File: src/rtl/stopwatch_counter.sv
// -----------------------------------------------------------------------------
// stopwatch_counter
//
// Centisecond stopwatch source for the six-digit seven-segment display path.
// Two raw buttons (start/stop, clear) are synchronized and debounced. A
// three-state FSM (IDLE / RUN / PAUSE) gates a prescaler. The prescaler
// produces one tick every TICK_CYCLES clocks, and each tick advances a binary
// count that wraps from COUNT_MAX to 0. Every newly written count is announced
// with a one-cycle number_en strobe. The display driver latches number on
// that strobe.
//
// Parameters:
//   TICK_CYCLES  clk cycles per count increment (>= 64)
//   DEB_CYCLES   consecutive stable cycles needed to accept a button change (>= 2)
//   COUNT_MAX    last count value before wrap (< 2^20)
//
// Ports:
//   clk        in   system clock
//   rst        in   synchronous, active-high reset
//   btn_ss     in   raw start/stop button, active-high, asynchronous
//   btn_clr    in   raw clear button, active-high, asynchronous
//   number     out  current count (binary, 20 bits)
//   number_en  out  one-cycle strobe: number was just written
//   running    out  high while the FSM is in RUN
//   overflow   out  sticky wrap flag, cleared by clear or reset
// -----------------------------------------------------------------------------
module stopwatch_counter #(
  parameter int unsigned TICK_CYCLES = 1_000_000,
  parameter int unsigned DEB_CYCLES  = 2_000_000,
  parameter int unsigned COUNT_MAX   = 999_999
) (
  input  logic        clk,
  input  logic        rst,
  input  logic        btn_ss,
  input  logic        btn_clr,
  output logic [19:0] number,
  output logic        number_en,
  output logic        running,
  output logic        overflow
);

  localparam int unsigned PW = (TICK_CYCLES > 1) ? $clog2(TICK_CYCLES) : 1;
  localparam int unsigned DW = $clog2(DEB_CYCLES);

  localparam logic [PW-1:0] TICK_LAST  = PW'(TICK_CYCLES - 1);
  localparam logic [DW-1:0] DEB_LAST   = DW'(DEB_CYCLES - 1);
  localparam logic [19:0]   COUNT_LAST = 20'(COUNT_MAX);

  localparam logic [1:0] IDLE  = 2'd0;
  localparam logic [1:0] RUN   = 2'd1;
  localparam logic [1:0] PAUSE = 2'd2;

  // Bit 0 = start/stop, bit 1 = clear.
  logic [1:0] btn_raw;
  logic [1:0] press;

  assign btn_raw = {btn_clr, btn_ss};

  // ---------------------------------------------------------------------------
  // Per-button synchronizer + debouncer + rising-edge press pulse.
  // The debounce counter only runs while the synchronized level disagrees with
  // the accepted (stable) level. Any agreeing cycle restarts it, so a change
  // must persist for DEB_CYCLES consecutive cycles before it is accepted.
  // ---------------------------------------------------------------------------
  genvar gi;
  generate
    for (gi = 0; gi < 2; gi++) begin : g_btn
      logic          sync1_reg;
      logic          sync2_reg;
      logic          stable_reg;
      logic          press_reg;
      logic [DW-1:0] deb_cnt_reg;

      always_ff @(posedge clk) begin
        if (rst) begin
          sync1_reg   <= 1'b0;
          sync2_reg   <= 1'b0;
          stable_reg  <= 1'b0;
          press_reg   <= 1'b0;
          deb_cnt_reg <= '0;
        end else begin
          sync1_reg <= btn_raw[gi];
          sync2_reg <= sync1_reg;
          press_reg <= 1'b0;
          if (sync2_reg != stable_reg) begin
            if (deb_cnt_reg == DEB_LAST) begin
              stable_reg  <= sync2_reg;
              deb_cnt_reg <= '0;
              // Pulse only when the accepted level rises; a release is silent.
              press_reg   <= sync2_reg;
            end else begin
              deb_cnt_reg <= deb_cnt_reg + 1'b1;
            end
          end else begin
            deb_cnt_reg <= '0;
          end
        end
      end

      assign press[gi] = press_reg;
    end
  endgenerate

  logic press_ss;
  logic press_clr;

  assign press_ss  = press[0];
  assign press_clr = press[1];

  // ---------------------------------------------------------------------------
  // Control FSM. Clear has priority over start/stop from every state.
  // ---------------------------------------------------------------------------
  logic [1:0] state_reg;
  logic [1:0] state_next;

  always_comb begin
    state_next = state_reg;
    if (press_clr) begin
      state_next = IDLE;
    end else if (press_ss) begin
      case (state_reg)
        IDLE:    state_next = RUN;
        RUN:     state_next = PAUSE;
        PAUSE:   state_next = RUN;
        default: state_next = IDLE;
      endcase
    end
  end

  // ---------------------------------------------------------------------------
  // Prescaler, count, overflow and strobe.
  // The prescaler advances only while RUN and simply holds in PAUSE. A resume
  // therefore finishes the partial interval instead of starting a fresh one.
  // ---------------------------------------------------------------------------
  logic [PW-1:0] presc_reg;
  logic [19:0]   count_reg;
  logic          overflow_reg;
  logic          number_en_reg;
  logic          running_reg;
  logic          tick;

  assign tick = (state_reg == RUN) && (presc_reg == TICK_LAST);

  always_ff @(posedge clk) begin
    if (rst) begin
      state_reg     <= IDLE;
      running_reg   <= 1'b0;
      presc_reg     <= '0;
      count_reg     <= '0;
      overflow_reg  <= 1'b0;
      number_en_reg <= 1'b0;
    end else begin
      state_reg     <= state_next;
      running_reg   <= (state_next == RUN);
      number_en_reg <= 1'b0;
      if (press_clr) begin
        // A clear always rewrites number, even if it is already 0. That is why
        // it strobes, and why a coincident tick is swallowed into one strobe.
        presc_reg     <= '0;
        count_reg     <= '0;
        overflow_reg  <= 1'b0;
        number_en_reg <= 1'b1;
      end else begin
        if (state_reg == RUN) begin
          presc_reg <= tick ? '0 : presc_reg + 1'b1;
        end
        if (tick) begin
          number_en_reg <= 1'b1;
          if (count_reg == COUNT_LAST) begin
            count_reg    <= '0;
            overflow_reg <= 1'b1;
          end else begin
            count_reg <= count_reg + 1'b1;
          end
        end
      end
    end
  end

  assign number    = count_reg;
  assign number_en = number_en_reg;
  assign running   = running_reg;
  assign overflow  = overflow_reg;

endmodule

File: config.mk
export PLATFORM = sky130hd
export DESIGN_NAME = stopwatch_counter
export DESIGN_NICKNAME = d
export VERILOG_FILES = /design/src/rtl/stopwatch_counter.sv
export SDC_FILE = /design/constraint.sdc
export NUM_CORES = 1
export LEC_CHECK = 0
export BUFFER_PORTS_ARGS = -buffer_cell sky130_fd_sc_hd__buf_2
export CELL_PAD_IN_SITES_DETAIL_PLACEMENT = 1
export CELL_PAD_IN_SITES_GLOBAL_PLACEMENT = 2
export CORE_ASPECT_RATIO = 1.25
export CORE_MARGIN = 2
export CORE_UTILIZATION = 39
export CTS_BUF_LIST = sky130_fd_sc_hd__clkbuf_4 sky130_fd_sc_hd__clkbuf_8
export CTS_CLUSTER_DIAMETER = 50
export DETAILED_ROUTE_END_ITERATION = 12
export GPL_ROUTABILITY_DRIVEN = 1
export HOLD_SLACK_MARGIN = 0.15
export PLACE_DENSITY = 0.81
export SYNTH_ARGS = -nofsm -noshare
export SYNTH_HDL_FRONTEND = slang
export SYNTH_SLANG_ARGS = --single-unit
File: constraint.sdc
create_clock -name clk -period 2.9 [get_ports clk]
set_clock_uncertainty 0.2 [all_clocks]
set_input_delay 0.145 -clock clk [delete_from_list [all_inputs] [get_ports clk]]
set_output_delay 0.145 -clock clk [all_outputs]
set_load 0.01 [all_outputs]
==> results of run 1 <==
## synthesized netlist by cell type (2+ instances only)
cell type | n | area (um^2)
a21oi_1 | 13 | 65.1
and2_1 | 2 | 12.5
and3_1 | 7 | 43.8
and4_1 | 7 | 61.3
buf_2 | 5 | 25.0
clkbuf_1 | 8 | 30.0
dfxtp_1 | 95 | 1900
ha_1 | 4 | 50.1
inv_1 | 11 | 41.3
mux2i_1 | 3 | 30.0
nand2_1 | 31 | 116
nand3_1 | 33 | 165
nand3b_1 | 3 | 22.5
nand4_1 | 16 | 100
nor2_1 | 100 | 375
nor2b_1 | 5 | 31.3
nor3_1 | 11 | 55.1
nor4_1 | 16 | 100
nor4b_1 | 3 | 26.3
nor4b_2 | 3 | 45.0
o21ai_0 | 6 | 30.0
o31ai_1 | 2 | 15.0
or2_2 | 2 | 12.5
or3_1 | 10 | 62.6
or4_1 | 4 | 30.0
xnor2_1 | 42 | 368
xor2_1 | 26 | 228
## critical path: stages, from the launching register on
cell,delay [ns]
dfxtp_1,0.40
ha_1,0.28
nand3_1,0.22
nor4_1,0.59
or3_1,0.19
buf_4,0.24
nor2_1,0.08
## per-layer routing
metal	wire length (um)	vias up	GRT usage, %
li1	-	1716	-
met1	4200	1652	19.4
met2	4350	30	28.0
met3	211	9	2.85
met4	140	0	6.60
met5	0	-	0
## kinds of logic (layout without fill, tap and decap cells)
kind of cell    count (synthesis)  after routing  share of synthesized area (%)
flops                          95             95                           45.3
simple gates                  262            262                           32.2
mux                             4              4                          0.983
buf+inv                        26             64                           2.74
xor+xnor                       68             68                           14.2
fa+ha+maj                       4              4                           1.19
compound gates                 25             25                           3.45
## stage by stage
| step | instance area, um^2 | setup slack [ns] |
|---|---|---|
| floorplan | 4200 | 0.743 |
| global placement | 4470 | 0.635 |
| detailed placement | 4470 | 0.600 |
| CTS | 4750 | 0.578 |
| global route | 4750 | 0.338 |
| finish | 4750 | 0.593 |
## cell usage in the layout (no fill, tap or decap), types with 13 or more instances in the layout
master | Yosys | final
nor2_1 | 100 | 100
nand4_1 | 16 | 16
nor4_1 | 16 | 16
dfxtp_1 | 95 | 95
buf_2 | 5 | 26
a21oi_1 | 13 | 13
xor2_1 | 26 | 26
nand3_1 | 33 | 33
xnor2_1 | 42 | 42
nand2_1 | 31 | 31
## worst min-delay path by stage
stage / start / depth (start not counted) / to / slack (ns)
after floorplan: btn_ss / 1 / g_btn[0].sync1_reg / 0.07
after global placement: btn_clr / 2 / g_btn[1].sync1_reg / 0.16
after detailed placement: btn_clr / 2 / g_btn[1].sync1_reg / 0.16
after CTS: g_btn[1].sync1_reg / 1 / g_btn[1].sync2_reg / 0.25
after global routing: g_btn[1].sync1_reg / 1 / g_btn[1].sync2_reg / 0.26
final: g_btn[1].sync1_reg / 1 / g_btn[1].sync2_reg / 0.25
## report_power, final
group	switching, mW	internal [mW]
clock	0.449	0.552
sequential	0.00202	1.31
combinational	0.0204	0.0119
total	0.471	1.87
## layout make-up
| class | instances | area (um^2) | area share [%] |
|---|---|---|---|
| Multi-Input combinational cell | 363 | 2180 | 46.0 |
| Sequential cell | 95 | 1900 | 40.0 |
| Timing Repair Buffer | 37 | 225 | 4.74 |
| Clock buffer | 13 | 166 | 3.50 |
| Tap cell | 132 | 165 | 3.48 |
| Clock inverter | 3 | 65.1 | 1.37 |
| Inverter | 11 | 41.3 | 0.869 |
## what timing repair did
| item | 4_1_cts | 5_1_grt |
|---|---|---|
| hold endpoints to repair | 10 | 0 |
| hold buffers | 5 | 0 |
| buffers inserted | 0 | 0 |
==> impl_metrics.env, run 1 <==
export IMPL_num_rows=42
export IMPL_wl_per_cell_um=13.6
export IMPL_endpoint_kind="register"
export IMPL_htree_levels=3
export IMPL_total_power_mw=2.34
export IMPL_cellLeakagePower_nw=1.59
export IMPL_async_flop_share_pct=0
export IMPL_antenna_cells=0
export IMPL_rr_worst_depth=6
export IMPL_pin_count=27
export IMPL_gp_congestion=0.741
export IMPL_dr_pass1_iters=4
export IMPL_vias=3407
export IMPL_ys_flop_type="dfxtp_1"
export IMPL_synth_edf_count=0
export IMPL_finalHoldViolCount=0
export IMPL_clk_pin_slew_ns=0.08
export IMPL_grt_max_degree=22
export IMPL_n_fill_cell=1286
export IMPL_relSlewSlack_pct=43.3
export IMPL_yosysWarningCount=0
export IMPL_fin_util_pct=45.0
export IMPL_finalSetupTns_ns=0
export IMPL_grt_overflow=0
export IMPL_nets=525
export IMPL_required_ns=2.95
export IMPL_cts_buffers=9
export IMPL_crit_end="g_btn[0].deb_cnt_reg[8]"
export IMPL_r2r_end="g_btn[0].deb_cnt_reg[8]"
export IMPL_cts_root_buffer="clkbuf_8"
export IMPL_initial_core_util_pct=39.8
export IMPL_status="completed"
export IMPL_routed_wl_um=8900
export IMPL_die_area_um2=11600
export IMPL_worst_setup_path_start_kind="register"
export IMPL_core_area_um2=10600
export IMPL_finalNonFillerCells=654
export IMPL_fmax_mhz=433
export IMPL_drive_above_1_share_pct=11.3
export IMPL_ant_nets=0
export IMPL_cts_resized_gates=0
export IMPL_die_w_um=96.8
export IMPL_netlist_area_um2=4200
export IMPL_dp_cells=633
export IMPL_grt_pass1_vias=3324
export IMPL_holdCritPathClass="reg -> reg"
export IMPL_drv_cap=0
export IMPL_drv_slew=0
export IMPL_portBuffers=26
export IMPL_clk_path_buf_depth=2
export IMPL_power_density_nw_per_um2=493
export IMPL_path_max_fanout=21
export IMPL_arrival_ns=2.35
export IMPL_postSynthAreaPerCell_um2=8.68
export IMPL_fin_crit_ns=2.31
export IMPL_insertion_delay_ns=0.36
export IMPL_setup_viol=0
export IMPL_rsz0062_at_grt="no"
export IMPL_ys_seq_area_share_pct=45.3
export IMPL_grt_usage_pct=16.0
export IMPL_synth_seq_cells=95
export IMPL_fin_crit_sh_pct=79.6
export IMPL_hpwlAfterDp_um=6360
export IMPL_drt_iter0_drc=51
export IMPL_largest_reg_flops=42
export IMPL_drt_drc_violations_left=0
export IMPL_r2r_start="g_btn[0].deb_cnt_reg[0]"
export IMPL_cts_tree="built"
export IMPL_r2r_setup_slack_ns=0.59
export IMPL_synthDistinctLibCells=43
export IMPL_syn_nets=492
export IMPL_cts_num_sinks=95
export IMPL_synth_cells=484
export IMPL_area_delta_synth_final_pct=13.0
export IMPL_whs_ns=0.245
export IMPL_worst_slew_pin_slew_ns=0.843
export IMPL_antenna_found_initial=0
export IMPL_grt_pass1_wl_um=15400
export IMPL_vias_per_cell=5.21
export IMPL_criticalPathCategory="reg -> reg"
export IMPL_ir_worst_vdd_mv=0.251
export IMPL_die_h_um=120
export IMPL_crit_start="g_btn[0].deb_cnt_reg[0]"
No activity file was read; power rests on OpenSTA's default activity.
==> inputs of run 2 (changes only) <==
- CORE_UTILIZATION: 39 -> 35
- PLACE_DENSITY: 0.81 -> 0.77
- clock period: 2.9 -> 1.9 ns (I/O delays scaled with it)
==> run 2 against run 1 <==
The run now ends with negative setup slack left. Flip-flop and latch count stayed put. Hold slack worse by 0.030 ns. Critical path depth stayed put. Critical path type unchanged.
==> impl_metrics.env, run 2 (synthesis gave the netlist of run 1 again) <==
export IMPL_clk_pin_slew_ns=0.09
export IMPL_clkPwrFrac_pct=41.5
export IMPL_die_w_um=102
export IMPL_die_area_um2=12900
export IMPL_finalNonFillerCells=756
export IMPL_p_sw_share_pct=20.8
export IMPL_hpwlAfterDp_um=7590
export IMPL_worst_setup_path_start_kind="register"
export IMPL_drive_above_1_share_pct=28.2
export IMPL_dp_cells=728
export IMPL_ir_worst_vdd_mv=0.337
export IMPL_drt_iter0_drc=77
export IMPL_fin_crit_sh_pct=107
export IMPL_required_ns=2.00
export IMPL_endpoint_kind="register"
export IMPL_min_path_cells=1
export IMPL_cts_root_buffer="clkbuf_8"
export IMPL_nets=599
export IMPL_drt_drc_violations_left=0
export IMPL_pwr_share_seq_pct=56.0
export IMPL_fmax_mhz=490
export IMPL_relSlewSlack_pct=72.0
export IMPL_finalHoldViolCount=0
export IMPL_grt_max_degree=22
export IMPL_drv_slew=0
export IMPL_power_density_nw_per_um2=629
export IMPL_rsz0062_at_grt="yes"
export IMPL_drv_cap=0
export IMPL_clk_path_buf_depth=2
export IMPL_fin_crit_ns=2.04
export IMPL_antenna_cells=0
export IMPL_min_from="g_btn[1].deb_cnt_reg[0]"
export IMPL_cts_buffers=9
export IMPL_arrival_ns=2.14
export IMPL_wl_per_cell_um=14.6
export IMPL_ant_nets=0
export IMPL_dr_pass1_iters=4
export IMPL_grt_usage_pct=17.8
export IMPL_pin_count=27
export IMPL_setup_viol=39
export IMPL_initial_core_util_pct=36.0
export IMPL_area_delta_synth_final_pct=35.0
export IMPL_cts_num_sinks=95
export IMPL_vias=3773
export IMPL_htree_levels=3
export IMPL_r2r_setup_slack_ns=-0.14
export IMPL_vias_per_cell=4.99
export IMPL_cellLeakagePower_nw=2.08
export IMPL_gp_congestion=0.749
export IMPL_final_cell_mix="nor2_1 (100), dfxtp_1 (87), buf_4 (69), xnor2_1 (42), nand3_1 (32)"
export IMPL_rr_worst_depth=6
export IMPL_power_frac_comb_pct=2.5
export IMPL_r2r_end="number[13]"
export IMPL_grt_pass1_wl_um=18400
export IMPL_largest_reg_flops=42
export IMPL_antenna_found_initial=0
export IMPL_p_switching_uw=743
export IMPL_violations="negative setup slack"
export IMPL_insertion_delay_ns=0.36
export IMPL_grt_overflow=0
export IMPL_worst_slew_pin_slew_ns=0.418
export IMPL_hold_path_end="g_btn[1].deb_cnt_reg[0]"
export IMPL_fin_ws_ns=-0.139
export IMPL_total_power_mw=3.57
export IMPL_num_rows=44
export IMPL_holdCritPathClass="reg -> reg"
export IMPL_die_h_um=126
export IMPL_criticalPathCategory="reg -> reg"
export IMPL_p_int_mw=2.82
export IMPL_grt_pass1_vias=3958
export IMPL_portBuffers=26
export IMPL_r2r_start="state_reg[1]"
export IMPL_status="finished, violations left"
export IMPL_routed_wl_um=11100
export IMPL_mostFrequentLayoutCell="nor2_1"
export IMPL_core_area_um2=11700
export IMPL_cts_tree="built"
export IMPL_path_max_fanout=6
[run 2: how the worst max path moves through the flow]
stage / slack [ns] / to / from / depth (start not counted)
after global routing: -0.20 / number[17] / presc_reg[11] / 6
final: -0.14 / number[13] / state_reg[1] / 6
after CTS: -0.14 / number[13] / presc_reg[10] / 6
after global placement: -0.19 / number[13] / presc_reg[11] / 5
after detailed placement: -0.29 / number[13] / presc_reg[11] / 5
after floorplan: 0.004 / number[6] / presc_reg[11] / 6
[run 2: per-stage QoR]
stage                     hold WS [ns]  setup slack (ns)  cell area [um^2]  TNS [ns]  util, %
after floorplan                 0.0232           0.00414              4240         0        -
after CTS                        0.253            -0.135              5540    -0.988     47.5
final                            0.216            -0.139              5670     -2.28     48.6
after detailed placement         0.110            -0.294              5080     -6.65     43.5
after global routing             0.235            -0.201              5670     -6.00     48.6
after global placement           0.112            -0.193              5080     -2.65     43.5
[run 2: repair_timing]
action | in CTS | in global routing
pin swaps | 16 | 6
buffers inserted | 4 | 0
gates cloned | 3 | 1
gates resized for setup | 19 | 24
hold buffers | 5 | 0
endpoints found under the hold margin | 9 | 0
endpoints found under the setup margin | 42 | 82
[run 2: layer usage]
metal	routed length [um]	global-route usage, %	part of all wire [%]	vias up
li1	-	-	-	1867
met1	4680	20.6	42	1839
met2	5920	31.3	54	48
met3	250	3.03	2.3	19
met4	216	8.16	2.0	0
met5	0	0	0	-
[run 2: critical path: stages (launching register included)]
cell and delay, ns:
dfxtp_1 0.33, nor4b_2 0.30, nand4_1 0.17, buf_6 0.17, nand4bb_4 0.23, or4_1 0.43, a21oi_1 0.14
[run 2: area by class of cell]
class | count | area [um^2]
Sequential cell | 95 | 1910
Inverter | 11 | 41.3
Tap cell | 161 | 201
Clock inverter | 4 | 70.1
Fill cell | 1381 | 6000
Multi-Input combinational cell | 364 | 2410
Timing Repair Buffer | 110 | 892
Clock buffer | 11 | 145
[run 2: power by group through the flow]
stage / clock (mW) / sequential (mW) / combinational, mW
final: 1.48 / 2.00 / 0.0891
after global routing: 1.61 / 2.00 / 0.0970
after CTS: 1.53 / 2.00 / 0.0828
after detailed placement: 0 / 2.04 / 0.0570
after global placement: 0 / 2.04 / 0.0554
after floorplan: 0 / 2.04 / 0.0298
==> inputs of run 3 (changes only) <==
--- a/constraint.sdc
+++ b/constraint.sdc
@@ -4,2 +4,2 @@
 set_output_delay 0.095 -clock clk [all_outputs]
-set_load 0.01 [all_outputs]
+set_load 0.02 [all_outputs]
==> run 3 against run 2 <==
The run still ends with negative setup slack left. Non-clock buffer count is 14 higher. Setup slack got worse by 0.046 ns. First-iteration DRC count is 17% higher. Hold slack gained 0.0063 ns. Core utilization up 2.6 points. Clock-buffer cell count did not move. Flip-flop and latch count did not move. Via count up 0.95%. Largest power group unchanged.
==> impl_metrics.env, run 3 (synthesis gave the netlist of run 1 again) <==
export IMPL_status="finished, violations left"
export IMPL_violations="negative setup slack"
export IMPL_die_w_um=102
export IMPL_drv_slew=0
export IMPL_routed_wl_um=11700
export IMPL_fin_crit_ns=2.08
export IMPL_worst_slew_pin_slew_ns=0.444
export IMPL_setup_viol=39
export IMPL_fin_util_pct=51.2
export IMPL_cts_root_buffer="clkbuf_8"
export IMPL_portBuffers=26
export IMPL_largest_reg_flops=42
export IMPL_hpwlAfterDp_um=7600
export IMPL_antenna_found_initial=0
export IMPL_rr_worst_depth=6
export IMPL_htree_levels=3
export IMPL_criticalPathCategory="reg -> reg"
export IMPL_r2r_end="number[19]"
export IMPL_grt_pass1_vias=4094
export IMPL_endpoint_kind="register"
export IMPL_grt_overflow=0
export IMPL_arrival_ns=2.18
export IMPL_grt_max_degree=22
export IMPL_fin_ws_ns=-0.185
export IMPL_final_cell_mix="dfxtp_1 (86), nor2_1 (75), buf_4 (75), xnor2_1 (41)"
export IMPL_finalHoldViolCount=0
export IMPL_holdCritPathClass="reg -> reg"
export IMPL_relSlewSlack_pct=70.3
export IMPL_initial_core_util_pct=36.0
export IMPL_gp_congestion=0.805
export IMPL_dr_pass1_iters=4
export IMPL_die_area_um2=12900
export IMPL_total_power_mw=3.47
export IMPL_required_ns=1.99
export IMPL_fmax_mhz=480
export IMPL_pin_count=27
export IMPL_cellLeakagePower_nw=2.12
export IMPL_drt_iter0_drc=90
export IMPL_clk_pin_slew_ns=0.10
export IMPL_vias_per_cell=4.95
export IMPL_drv_cap=0
export IMPL_cts_tree="built"
export IMPL_ir_worst_vdd_mv=0.266
export IMPL_cts_buffers=9
export IMPL_fin_crit_sh_pct=110
export IMPL_cts_num_sinks=95
export IMPL_crit_end="number[19]"
export IMPL_area_delta_synth_final_pct=42.3
export IMPL_worst_setup_path_start_kind="register"
export IMPL_drive_above_1_share_pct=37.3
export IMPL_path_max_fanout=3
export IMPL_r2r_setup_slack_ns=-0.18
export IMPL_wl_per_cell_um=15.2
export IMPL_power_density_nw_per_um2=580
export IMPL_min_path_cells=1
export IMPL_mostFrequentLayoutCell="dfxtp_1"
export IMPL_nets=612
export IMPL_finalSetupTns_ns=-2.68
export IMPL_crit_start="presc_reg[15]"
export IMPL_insertion_delay_ns=0.36
export IMPL_core_area_um2=11700
export IMPL_num_rows=44
export IMPL_r2r_start="presc_reg[15]"
export IMPL_ant_nets=0
export IMPL_drt_drc_violations_left=0
export IMPL_antenna_cells=0
export IMPL_die_h_um=126
export IMPL_vias=3809
export IMPL_grt_usage_pct=18.6
export IMPL_clk_path_buf_depth=2
export IMPL_rsz0062_at_grt="yes"
export IMPL_grt_pass1_wl_um=19300
==> run 3: worst min-delay path by stage <==
| stage | from | to |
|---|---|---|
| 2_1_floorplan | btn_ss | g_btn[0].sync1_reg |
| 3_3_place_gp | btn_clr | g_btn[1].sync1_reg |
| 3_5_place_dp | btn_ss | g_btn[0].sync1_reg |
| 4_1_cts | g_btn[0].sync1_reg | g_btn[0].sync2_reg |
| 5_1_grt | g_btn[1].deb_cnt_reg[0] | g_btn[1].deb_cnt_reg[0] |
| 6_report | g_btn[1].deb_cnt_reg[0] | g_btn[1].deb_cnt_reg[0] |
==> run 3: power by group <==
part	total (mW)	switching [mW]	internal [mW]
clock network	1.37	0.715	0.660
logic	0.0978	0.0541	0.0436
registers	1.99	0.00256	1.99
==> run 3: cell type report <==
cell class	instances	area [um^2]
clock inverters	5	58.8
flip-flops and latches	95	1920
multi-input cells	363	2620
repair buffers	124	997
inverters	11	41.3
clock buffers	11	145
well taps	161	201
fillers	1371	5690
==> run 3: worst max-delay path, stage by stage (launching register included) <==
cell	delay, ns
dfxtp_2	0.35
nor4b_4	0.27
nand4_1	0.18
nand4bb_4	0.27
buf_4	0.17
or4_4	0.43
a21oi_2	0.15
==> run 3: what timing repair did <==
item	4_1_cts	5_1_grt
pin swaps	39	19
hold buffers	5	0
endpoints found under the setup margin	40	80
hold endpoints to repair	19	0
buffers inserted	12	3
resized for setup	62	52
cloned	3	0
==> run 3: stage by stage <==
| step | area, um^2 | hold WS, ns | instances | setup WS (ns) |
|---|---|---|---|---|
| 2_1_floorplan | 4250 | 0.0232 | 484 | -0.0128 |
| 3_3_place_gp | 5130 | 0.116 | 736 | -0.127 |
| 3_5_place_dp | 5130 | 0.115 | 736 | -0.244 |
| 4_1_cts | 5840 | 0.249 | 772 | -0.206 |
| 5_1_grt | 5980 | 0.246 | 770 | -0.289 |
| 6_report | 5980 | 0.222 | 770 | -0.185 |
==> run 3: routing by layer <==
metal | vias up | track usage (%) | share of wire, % | wire length [um]
li1 | 1897 | - | - | -
met1 | 1862 | 21.7 | 42 | 4910
met4 | 0 | 6.67 | 0.98 | 114
met2 | 42 | 34.3 | 55 | 6470
met5 | - | 0 | 0 | 0
met3 | 8 | 2.20 | 1.6 | 190
